<file path="src/rtl/conv_window_ctrl_b.sv">
// conv_window_ctrl_b: raster IFM pixel stream -> convB 25-tap window FIFO shift control, window flag and OFM coordinates.
// Latency: fifo_enable/fifo_data_in are combinational with the accept; win_valid/out_row/out_col follow one cycle later.
// Backpressure: in_ready drops while a window is pending and win_ready is low, so the FIFO never shifts under a held window.
// Optional: define CONVB_WIN_COUNT_EN to add the win_count consumed-window counter port.
module conv_window_ctrl_b #(
  parameter int DATA_WIDTH  = 32,
  parameter int IFM_SIZE    = 28,
  parameter int KERNAL_SIZE = 5,
  parameter int OFM_SIZE    = IFM_SIZE - KERNAL_SIZE + 1,
  parameter int CW          = $clog2(IFM_SIZE)
) (
  input  logic                  clk,
  input  logic                  reset,
  input  logic                  start,
  input  logic                  in_valid,
  input  logic [DATA_WIDTH-1:0] in_data,
  output logic                  in_ready,
  output logic                  fifo_enable,
  output logic [DATA_WIDTH-1:0] fifo_data_in,
  output logic                  win_valid,
  input  logic                  win_ready,
  output logic [CW-1:0]         out_row,
  output logic [CW-1:0]         out_col,
  output logic                  busy,
  output logic                  frame_done
`ifdef CONVB_WIN_COUNT_EN
  ,
  output logic [15:0]           win_count
`endif
);

  typedef enum logic [1:0] {IDLE, RUN, LAST, DONE} state_t;

  // Last pixel index on a row/column, and the row/column span whose taps form a full window.
  localparam logic [CW-1:0] LAST_IDX = CW'(IFM_SIZE - 1);
  localparam logic [CW-1:0] WIN_LO   = CW'(KERNAL_SIZE - 1);
  localparam logic [CW-1:0] WIN_HI   = CW'(KERNAL_SIZE - 1 + OFM_SIZE - 1);

  state_t        state, state_nxt;
  logic [CW-1:0] row, col;
  logic          accept, consume, last_pix, start_ok;

  assign accept       = in_valid && in_ready;
  assign consume      = win_valid && win_ready;
  assign last_pix     = (row == LAST_IDX) && (col == LAST_IDX);
  assign start_ok     = (state == IDLE) && start;
  assign fifo_enable  = accept;
  assign fifo_data_in = in_data;

  // State register.
  always_ff @(posedge clk or posedge reset) begin
    if (reset) state <= IDLE;
    else       state <= state_nxt;
  end

  // Next-state logic plus the state-decoded handshake and status outputs.
  always_comb begin
    state_nxt  = state;
    in_ready   = 1'b0;
    busy       = 1'b1;
    frame_done = 1'b0;
    case (state)
      IDLE: begin
        busy = 1'b0;
        if (start) state_nxt = RUN;
      end
      RUN: begin
        in_ready = !win_valid || win_ready;
        if (in_valid && in_ready && last_pix) state_nxt = LAST;
      end
      LAST: begin
        if (consume) state_nxt = DONE;
      end
      DONE: begin
        frame_done = 1'b1;
        state_nxt  = IDLE;
      end
      default: state_nxt = IDLE;
    endcase
  end

  // Position of the next pixel to accept; cleared when a frame starts.
  always_ff @(posedge clk or posedge reset) begin
    if (reset) begin
      row <= '0;
      col <= '0;
    end else if (start_ok) begin
      row <= '0;
      col <= '0;
    end else if (accept) begin
      if (col == LAST_IDX) begin
        col <= '0;
        row <= row + 1'b1;
      end else begin
        col <= col + 1'b1;
      end
    end
  end

  // Window flag and OFM coordinate; a new accept wins over a consume so windows can issue back-to-back.
  always_ff @(posedge clk or posedge reset) begin
    if (reset) begin
      win_valid <= 1'b0;
      out_row   <= '0;
      out_col   <= '0;
    end else if (accept) begin
      // Columns below WIN_LO would straddle two IFM rows, so they never flag.
      win_valid <= (row >= WIN_LO) && (row <= WIN_HI) && (col >= WIN_LO) && (col <= WIN_HI);
      out_row   <= row - WIN_LO;
      out_col   <= col - WIN_LO;
    end else if (consume) begin
      win_valid <= 1'b0;
    end
  end

`ifdef CONVB_WIN_COUNT_EN
  // Consumed-window count; holds after frame_done until the next accepted start.
  always_ff @(posedge clk or posedge reset) begin
    if (reset)         win_count <= '0;
    else if (start_ok) win_count <= '0;
    else if (consume)  win_count <= win_count + 16'd1;
  end
`endif

endmodule

</file>
<file path="config.mk">
export PLATFORM = sky130hd
export DESIGN_NAME = conv_window_ctrl_b
export DESIGN_NICKNAME = d
export VERILOG_FILES = /design/src/rtl/conv_window_ctrl_b.sv
export SDC_FILE = /design/constraint.sdc
export NUM_CORES = 1
export LEC_CHECK = 0
export BUFFER_PORTS_ARGS = -buffer_cell sky130_fd_sc_hd__buf_2
export CAP_MARGIN = 0
export CORE_ASPECT_RATIO = 1.4
export CORE_UTILIZATION = 33
export CTS_BUF_LIST = sky130_fd_sc_hd__clkbuf_2
export CTS_CLUSTER_DIAMETER = 60
export DETAILED_ROUTE_END_ITERATION = 10
export PLACE_DENSITY = 0.65
export SLEW_MARGIN = 20
export SYNTH_ARGS = -nofsm -noshare
export SYNTH_HDL_FRONTEND = slang
export SYNTH_SLANG_ARGS = --single-unit
</file>
<file path="constraint.sdc">
create_clock -name clk -period 3.6 [get_ports clk]
set_input_delay 0.72 -clock clk [delete_from_list [all_inputs] [get_ports clk]]
set_output_delay 0.72 -clock clk [all_outputs]
set_load 0.01 [all_outputs]
</file>
# Word-level counts from Yosys, hierarchy flattened
# Index checks and enable logic that the tools add are counted.
# totals
elab_cells	54
output_inout_bits	47
input_bits	37
register_bits	23
# classes
reduce_logical	17
eq_ne	8
n_mux	15
order_cmp	4
addsub	4
# op_table
cell	n
two-way mux 5 bit	6
adder 5 x 1 -> 5 bit, second input constant	2
equality test 5 bit, second input constant	2
greater-or-equal comparator 5 x 3 -> 1 bit, second input constant	2
less-or-equal comparator 5 bit, second input constant	2
subtractor 5 x 3 -> 5 bit, second input constant	2
logical AND 1 bit	9
case mux 2 bit (4 select lines)	1
two-way mux 2 bit	3
!= test 2 bit, second input constant	3
nonzero test 2 bit	3
two-way mux 1 bit	5
equality test 2 bit, second input constant	2
AND reduction 3 bit	1
equality test 2 x 1 -> 1 bit, second input constant	1
zero test 2 bit	1
AND reduction 2 bit	1
zero test 1 bit	1
logical OR 1 bit	1

# Longest topological paths before layout
# Gate-level depths: netlist of the first run.
# logic_depth
word_depth	6
ltp_mapped	6
ltp_nobuf	6

# Least setup slack after synthesis of the first run
# OpenSTA, ideal clock, no wires.
# synth_timing
path_kind	input to output
from	input win_ready
to	output fifo_enable
slack_ps	1640
n_path_buf	0
cell_stages	3
arrival_ps	1240
path_cell_list	nand2b_1 > nand3_2 > inv_1
# synth_between
elab_chain_cells	3
# synth_rtl
item	line	rtl
start, declared	21	input logic win_ready,
logical OR 1 bit	68	in_ready = !win_valid || win_ready;
two-way mux 1 bit	62	case (state)
logical AND 1 bit	43	assign accept = in_valid && in_ready;
end, declared	18	output logic fifo_enable,
# Every way passes these cells.

# Worst setup path in the final report of the first run
# layout_timing
from	register state[1]
to	output fifo_enable
# layout_between
elab_chain_cells	3
# layout_rtl
item	line	rtl
start, declared	39	state_t state, state_nxt;
start signal, assigned	53	else state <= state_nxt;
equality test 2 x 1 -> 1 bit	62	
two-way mux 1 bit	62	
logical AND 1 bit	43	
# Every way passes these cells.

==> results of run 1 <==
worst paths after layout:
check,start,end,slack (ns),cells after the start
min,out_col[4],out_col[4],0.50,2
min reg2reg,out_col[4],out_col[4],0.50,2
max reg2reg,col[2],state[1],1.63,6
min in group asynchronous,reset,out_row[1],0.52,2
max,state[1],fifo_enable,1.08,6
max in group asynchronous,reset,col[3],2.54,2
worst reg2reg max path: stages, from the launching register on:
cell,delay [ns]
dfrtp_1,0.52
inv_1,0.13
ha_1,0.21
and3_2,0.27
nand4_1,0.10
a221o_1,0.36
mux2_4,0.32
power by group through the flow:
stage	Combinational (mW)	Sequential, mW	Clock [mW]
floorplan	0.221	0.422	0
global placement	0.299	0.415	0
detailed placement	0.300	0.416	0
CTS	0.304	0.411	0.109
global route	0.350	0.426	0.123
finish	0.299	0.412	0.104
flip-flops by register name, indices dropped and copies added, names as in the netlist:
register   cells
col            5
out_row        5
state          2
win_valid      1
row            5
out_col        5
synthesized netlist by cell type, drive strengths merged (3+ instances only):
library cell | count | area share (%)
a21oi | 9 | 2.9
and2 | 3 | 1.2
buf | 33 | 16
dfrtp | 23 | 37
ha | 17 | 14
inv | 14 | 3.4
nand2 | 18 | 4.3
nand3 | 9 | 3.2
nand4 | 3 | 1.2
nor2 | 5 | 1.2
o21ai | 15 | 4.8
xnor2 | 4 | 2.2
routing by layer:
metal / share of wire (%) / up-vias / routed length [um]
li1: - / 520 / -
met4: 4.8 / 0 / 125
met5: 0 / - / 0
met1: 41 / 474 / 1070
met3: 3.8 / 13 / 98
met2: 50 / 18 / 1320
layout by cell type (no fill, tap or decap), types with 2 or more instances in the layout:
cell type / count
nand3_1: 8
and2_1: 3
or3_1: 2
nand2_1: 18
ha_1: 17
clkbuf_2: 3
a21oi_1: 9
nand4_1: 3
buf_2: 19
or4_1: 2
a2111oi_0: 2
dfrtp_1: 23
o21ai_0: 15
xnor2_1: 4
nor2_1: 5
inv_1: 14
kinds of logic after synthesis:
family / count (synthesis) / synth area share, %
buffers and inverters: 49 / 19.5
AO/OA/AOI/OAI: 30 / 10.8
flip-flops: 23 / 36.9
XOR/XNOR: 4 / 2.25
AND/OR/NAND/NOR: 47 / 15.3
adder cells (fa/ha/maj): 17 / 13.6
multiplexers: 2 / 1.60
area by class of cell:
cell class | count | area [um2] | share of cell area [%]
Tap cell | 62 | 77.6 | 5.14
Clock buffer | 3 | 15.0 | 0.995
Inverter | 14 | 52.6 | 3.48
Clock inverter | 1 | 5.00 | 0.332
Multi-Input combinational cell | 100 | 681 | 45.1
Timing Repair Buffer | 20 | 103 | 6.80
Sequential cell | 23 | 576 | 38.1
==> impl_metrics.csv, run 1 <==
group,metric,value,unit
synthesis,yosysSeqAreaShare,36.9,%
cells_and_area,fill_cells,469,
timing,fmax,397,MHz
clocking,cts.sinks,23,
critical_path,critPathBufInv,4,
power,p_seq_share,50.6,%
detailed_routing,drt_iter0_markers,55,
clocking,ctsResizeCount,0,
place,portBuffers,19,
cells_and_area,fin_cells,223,
cells_and_area,antennaDiodeCount,0,
timing,fin_worst_skew,0.00831,ns
clocking,clk_latency,0.34,ns
timing,finalSetupTns,0,ns
die,coreArea,4540,um2
global_route,grt_overflow,0,
timing,setup_viol,0,
global_route,grt_util_met2,19.2,%
global_route,grt_use_met1,12.2,%
power,powerDensity,540,nW/um2
critical_path,critPathLaunchType,"flop",
outcome,status,"finished, final reports clean",
die,dieArea,5010,um2
clocking,clkTransAtPathRegs,0.22,ns
place,dp_hpwl,1940,um
detailed_routing,drc_errors,0,
die,fp-row-count,29,
detailed_routing,ant_nets,0,
critical_path,cpMostUsedCell,"inv_1",
die,pin_count,84,
clocking,cts_buffers,3,
power,finalPower,0.814,mW
cells_and_area,area_delta_synth_final,-3.29,%
clocking,cts_buffer_depth,2,
critical_path,path_cells,"inv_1 > ha_1 > nand3_2 > buf_4 > inv_1 > buf_2",
power,p_sw_share,40.1,%
cells_and_area,final_nets,216,
power,peakVddDrop,0.131,mV
synthesis,synth_area,1560,um2
global_route,grt_antenna_before_repair,0,
place,dp_slack,1.14,ns
detailed_routing,viasPerCell,4.60,
critical_path,worstSetupPathType,"flop to output port",
synthesis,async_flop_share,100,%
timing,grt_setup_unrepaired,"false",
timing,slew_headroom,41.3,%
cells_and_area,final_util,33.3,%
synthesis,syn_nets,226,
clocking,htreeDepth,1,
synthesis,syn_area_per_cell,9.07,um2
global_route,grt_pass1_vias,993,
power,internal_power,0.488,mW
timing,worst_slack,1.08,ns
die,fp.dieH,83.4,um
timing,layout_worst_path_cycle_share,69.9,%
cells_and_area,final_area,1510,um2
global_route,grt_use_met3,1.71,%
timing,hold-worst-slack,0.499,ns
clocking,cts_post_setup_buffers_inserted,0,
critical_path,cp_slowest_stage_delay,0.46,ns
critical_path,crit_fanout,27,
synthesis,syn_inst,172,
place,place_area,1490,um2
clocking,cts-root-buf,"clkbuf_2",
place,place.gp.congestion,0.751,
detailed_routing,drtPass1Iterations,4,
worst_hold_path,min_path_type,"flop to flop",
synthesis,ys.flop_type,"dfrtp_1",
global_route,top_usage_layer,"met2",
timing,period_needed,2.52,ns
synthesis,synth_seq_cells,23,
clocking,tritoncts,"yes",
critical_path,crit_family,"buffers and inverters",
global_route,grt_max_degree,28,
detailed_routing,wl_per_cell,11.7,um
critical_path,crit_required,2.88,ns
cells_and_area,drive_gt1_share,16.8,%
clocking,hold_buffers,0,
critical_path,arrival,1.80,ns
global_route,grt_usage,11.4,%
synthesis,synth_edf_count,0,
power,p_sw,0.327,mW
detailed_routing,wirelength,2610,um
timing,hold_viol,0,
synthesis,yosysWarnings,0,
global_route,grt_pass1_wl,4360,um
timing,worstMarginPinSlew,0.880,ns
timing,drv_slew,0,
detailed_routing,vias,1025,
place,dp.cells,219,
critical_path,end_kind,"output port",
power,p_leak,0.722,nW
flow_run,drv_cap,0,
power,comb_power_share,36.7,%
critical_path,slowest_stage,"dfrtp_1",
power,pwr-share-clk,12.7,%
die,start_util,34.4,%
die,die_w,60.1,um
synthesis,yosysUniqueCellTypes,29,
Power figures use the tool's default switching activity.
==> run 2, diff against run 1 <==
==> constraint.sdc (replaced) <==
create_clock -name clk -period 2.4 [get_ports clk]
set_input_delay 0.48 -clock clk [delete_from_list [all_inputs] [get_ports clk]]
set_output_delay 0.48 -clock clk [all_outputs]
set_load 0.01 [all_outputs]
==> run 2 against run 1 <==
Hold slack got worse by 0.36 ns; final area increased by 0.50%; core utilization increased by 0.17 points; sequential share of layout area decreased by 0.19 points; clock power increased by 53%; clock-buffer cell count increased by 1; routed wire length increased by 4.6%; non-clock buffer count increased by 1; die area unchanged; sequential power increased by 51%; final cell count increased by 0.45%; via count increased by 2.9%; largest cell class unchanged.
==> impl_metrics.csv, run 2 (synthesis gave the netlist of run 1 again) <==
group,metric,value,unit
outcome,status,"finished, final reports clean",
detailed_routing,wirelength,2730,um
clocking,tritoncts,"yes",
cells_and_area,final_util,33.4,%
timing,setup_viol,0,
die,dieArea,5010,um2
detailed_routing,ant_nets,0,
place,place.gp.congestion,0.833,
timing,drv_slew,0,
critical_path,worstSetupPathType,"flop to output port",
timing,period_needed,2.24,ns
die,pin_count,84,
timing,finalSetupTns,0,ns
place,portBuffers,19,
die,die_w,60.1,um
detailed_routing,drt_iter0_markers,35,
detailed_routing,drc_errors,0,
global_route,grt_usage,11.9,%
place,dp_slack,0.467,ns
place,dp_hpwl,2010,um
power,powerDensity,810,nW/um2
clocking,clk_latency,0.33,ns
die,start_util,34.4,%
global_route,grt_pass1_wl,4590,um
detailed_routing,viasPerCell,4.71,
clocking,cts_post_setup_buffers_inserted,0,
critical_path,arrival,1.76,ns
timing,worstMarginPinSlew,0.430,ns
clocking,htreeDepth,1,
clocking,cts_buffers,3,
cells_and_area,mostFrequentLayoutCells,"23 x dfrtp_1, 19 x buf_2, 18 x nand2_1",
clocking,cts_buffer_depth,2,
global_route,grt_overflow,0,
power,peakVddDrop,0.190,mV
die,fp.dieH,83.4,um
timing,fmax,446,MHz
die,fp-row-count,29,
timing,grt_setup_unrepaired,"false",
cells_and_area,drive_gt1_share,17.9,%
timing,slew_headroom,70.6,%
global_route,grt_pass1_vias,1045,
clocking,cts-root-buf,"clkbuf_2",
detailed_routing,vias,1055,
critical_path,critPathLaunchType,"flop",
global_route,grt_max_degree,24,
clocking,cts.sinks,23,
cells_and_area,fill_cells,465,
critical_path,crit_required,1.92,ns
timing,hold_viol,0,
cells_and_area,final_nets,217,
global_route,grt_antenna_before_repair,0,
worst_hold_path,min_path_type,"input pin to asynchronous set/reset pin",
detailed_routing,drtPass1Iterations,4,
clocking,hold_buffers,0,
critical_path,crit_fanout,13,
critical_path,end_kind,"output port",
timing,fin_worst_skew,0.000944,ns
clocking,clkTransAtPathRegs,0.21,ns
flow_run,drv_cap,0,
power,p_leak,0.725,nW
cells_and_area,antennaDiodeCount,0,
timing,worst_slack,0.158,ns
power,finalPower,1.23,mW
detailed_routing,wl_per_cell,12.2,um
cells_and_area,final_common_cell,"dfrtp_1",
timing,layout_worst_path_cycle_share,93.4,%
cells_and_area,area_delta_synth_final,-2.81,%
die,coreArea,4540,um2
run 2: cell types whose count changed in the layout (fill, tap and decap cells not counted):
cell / change
inv_1: -1
clkinv_2: -1
buf_4: +1
clkbuf_2: +1
inv_2: +1
run 2: critical path: stages (launching register included):
cell and delay, ns:
dfrtp_1 0.46, inv_1 0.11, ha_1 0.25, nand3_2 0.25
inv_2 0.20, buf_2 0.15
run 2: where the power goes:
group | leakage (nW) | total (mW) | switching (mW) | internal [mW]
Clock | 0.0166 | 0.159 | 0.115 | 0.0441
Sequential | 0.285 | 0.622 | 0.121 | 0.501
Combinational | 0.424 | 0.448 | 0.254 | 0.194
run 2: layout make-up:
| type | count | area (um2) | share of cell area (%) |
|---|---|---|---|
| clock buffer | 4 | 20.0 | 1.32 |
| timing repair buffer | 21 | 110 | 7.26 |
| multi-input combinational | 100 | 681 | 44.9 |
| inverter | 14 | 52.6 | 3.47 |
| sequential | 23 | 576 | 38.0 |
| tap | 62 | 77.6 | 5.12 |
run 2: metal layers:
layer / vias up / global-route usage (%) / wire (um)
met4: 0 / 7.61 / 71
met2: 18 / 20.2 / 1430
li1: 527 / - / -
met5: - / 0 / 0
met3: 9 / 1.40 / 113
met1: 501 / 13.3 / 1110
run 2: what timing repair did:
action | in CTS | in global routing
hold endpoints to repair | 0 | 0
resized for setup | 0 | 1
setup endpoints to repair | 0 | 1
run 2: worst paths after layout:
| path | start | to | slack [ns] | cells past startpoint |
|---|---|---|---|---|
| worst max-delay path | state[1] | fifo_enable | 0.16 | 5 |
| worst min-delay path | reset | out_col[0] | 0.14 | 3 |
| worst max register to register | col[2] | state[1] | 0.46 | 6 |
| worst min register to register | out_row[3] | out_row[3] | 0.50 | 2 |
| max in group asynchronous | reset | row[4] | 2.04 | 3 |
| min in group clk | start | row[4] | 0.44 | 4 |
run 2: metrics by stage:
step                      area, um2  hold slack (ns)  std cells
after floorplan                1560            0.482        172
after global placement         1500            0.456        220
final                          1520            0.140        224
after CTS                      1520            0.134        224
after global routing           1520            0.141        224
after detailed placement       1500            0.465        220
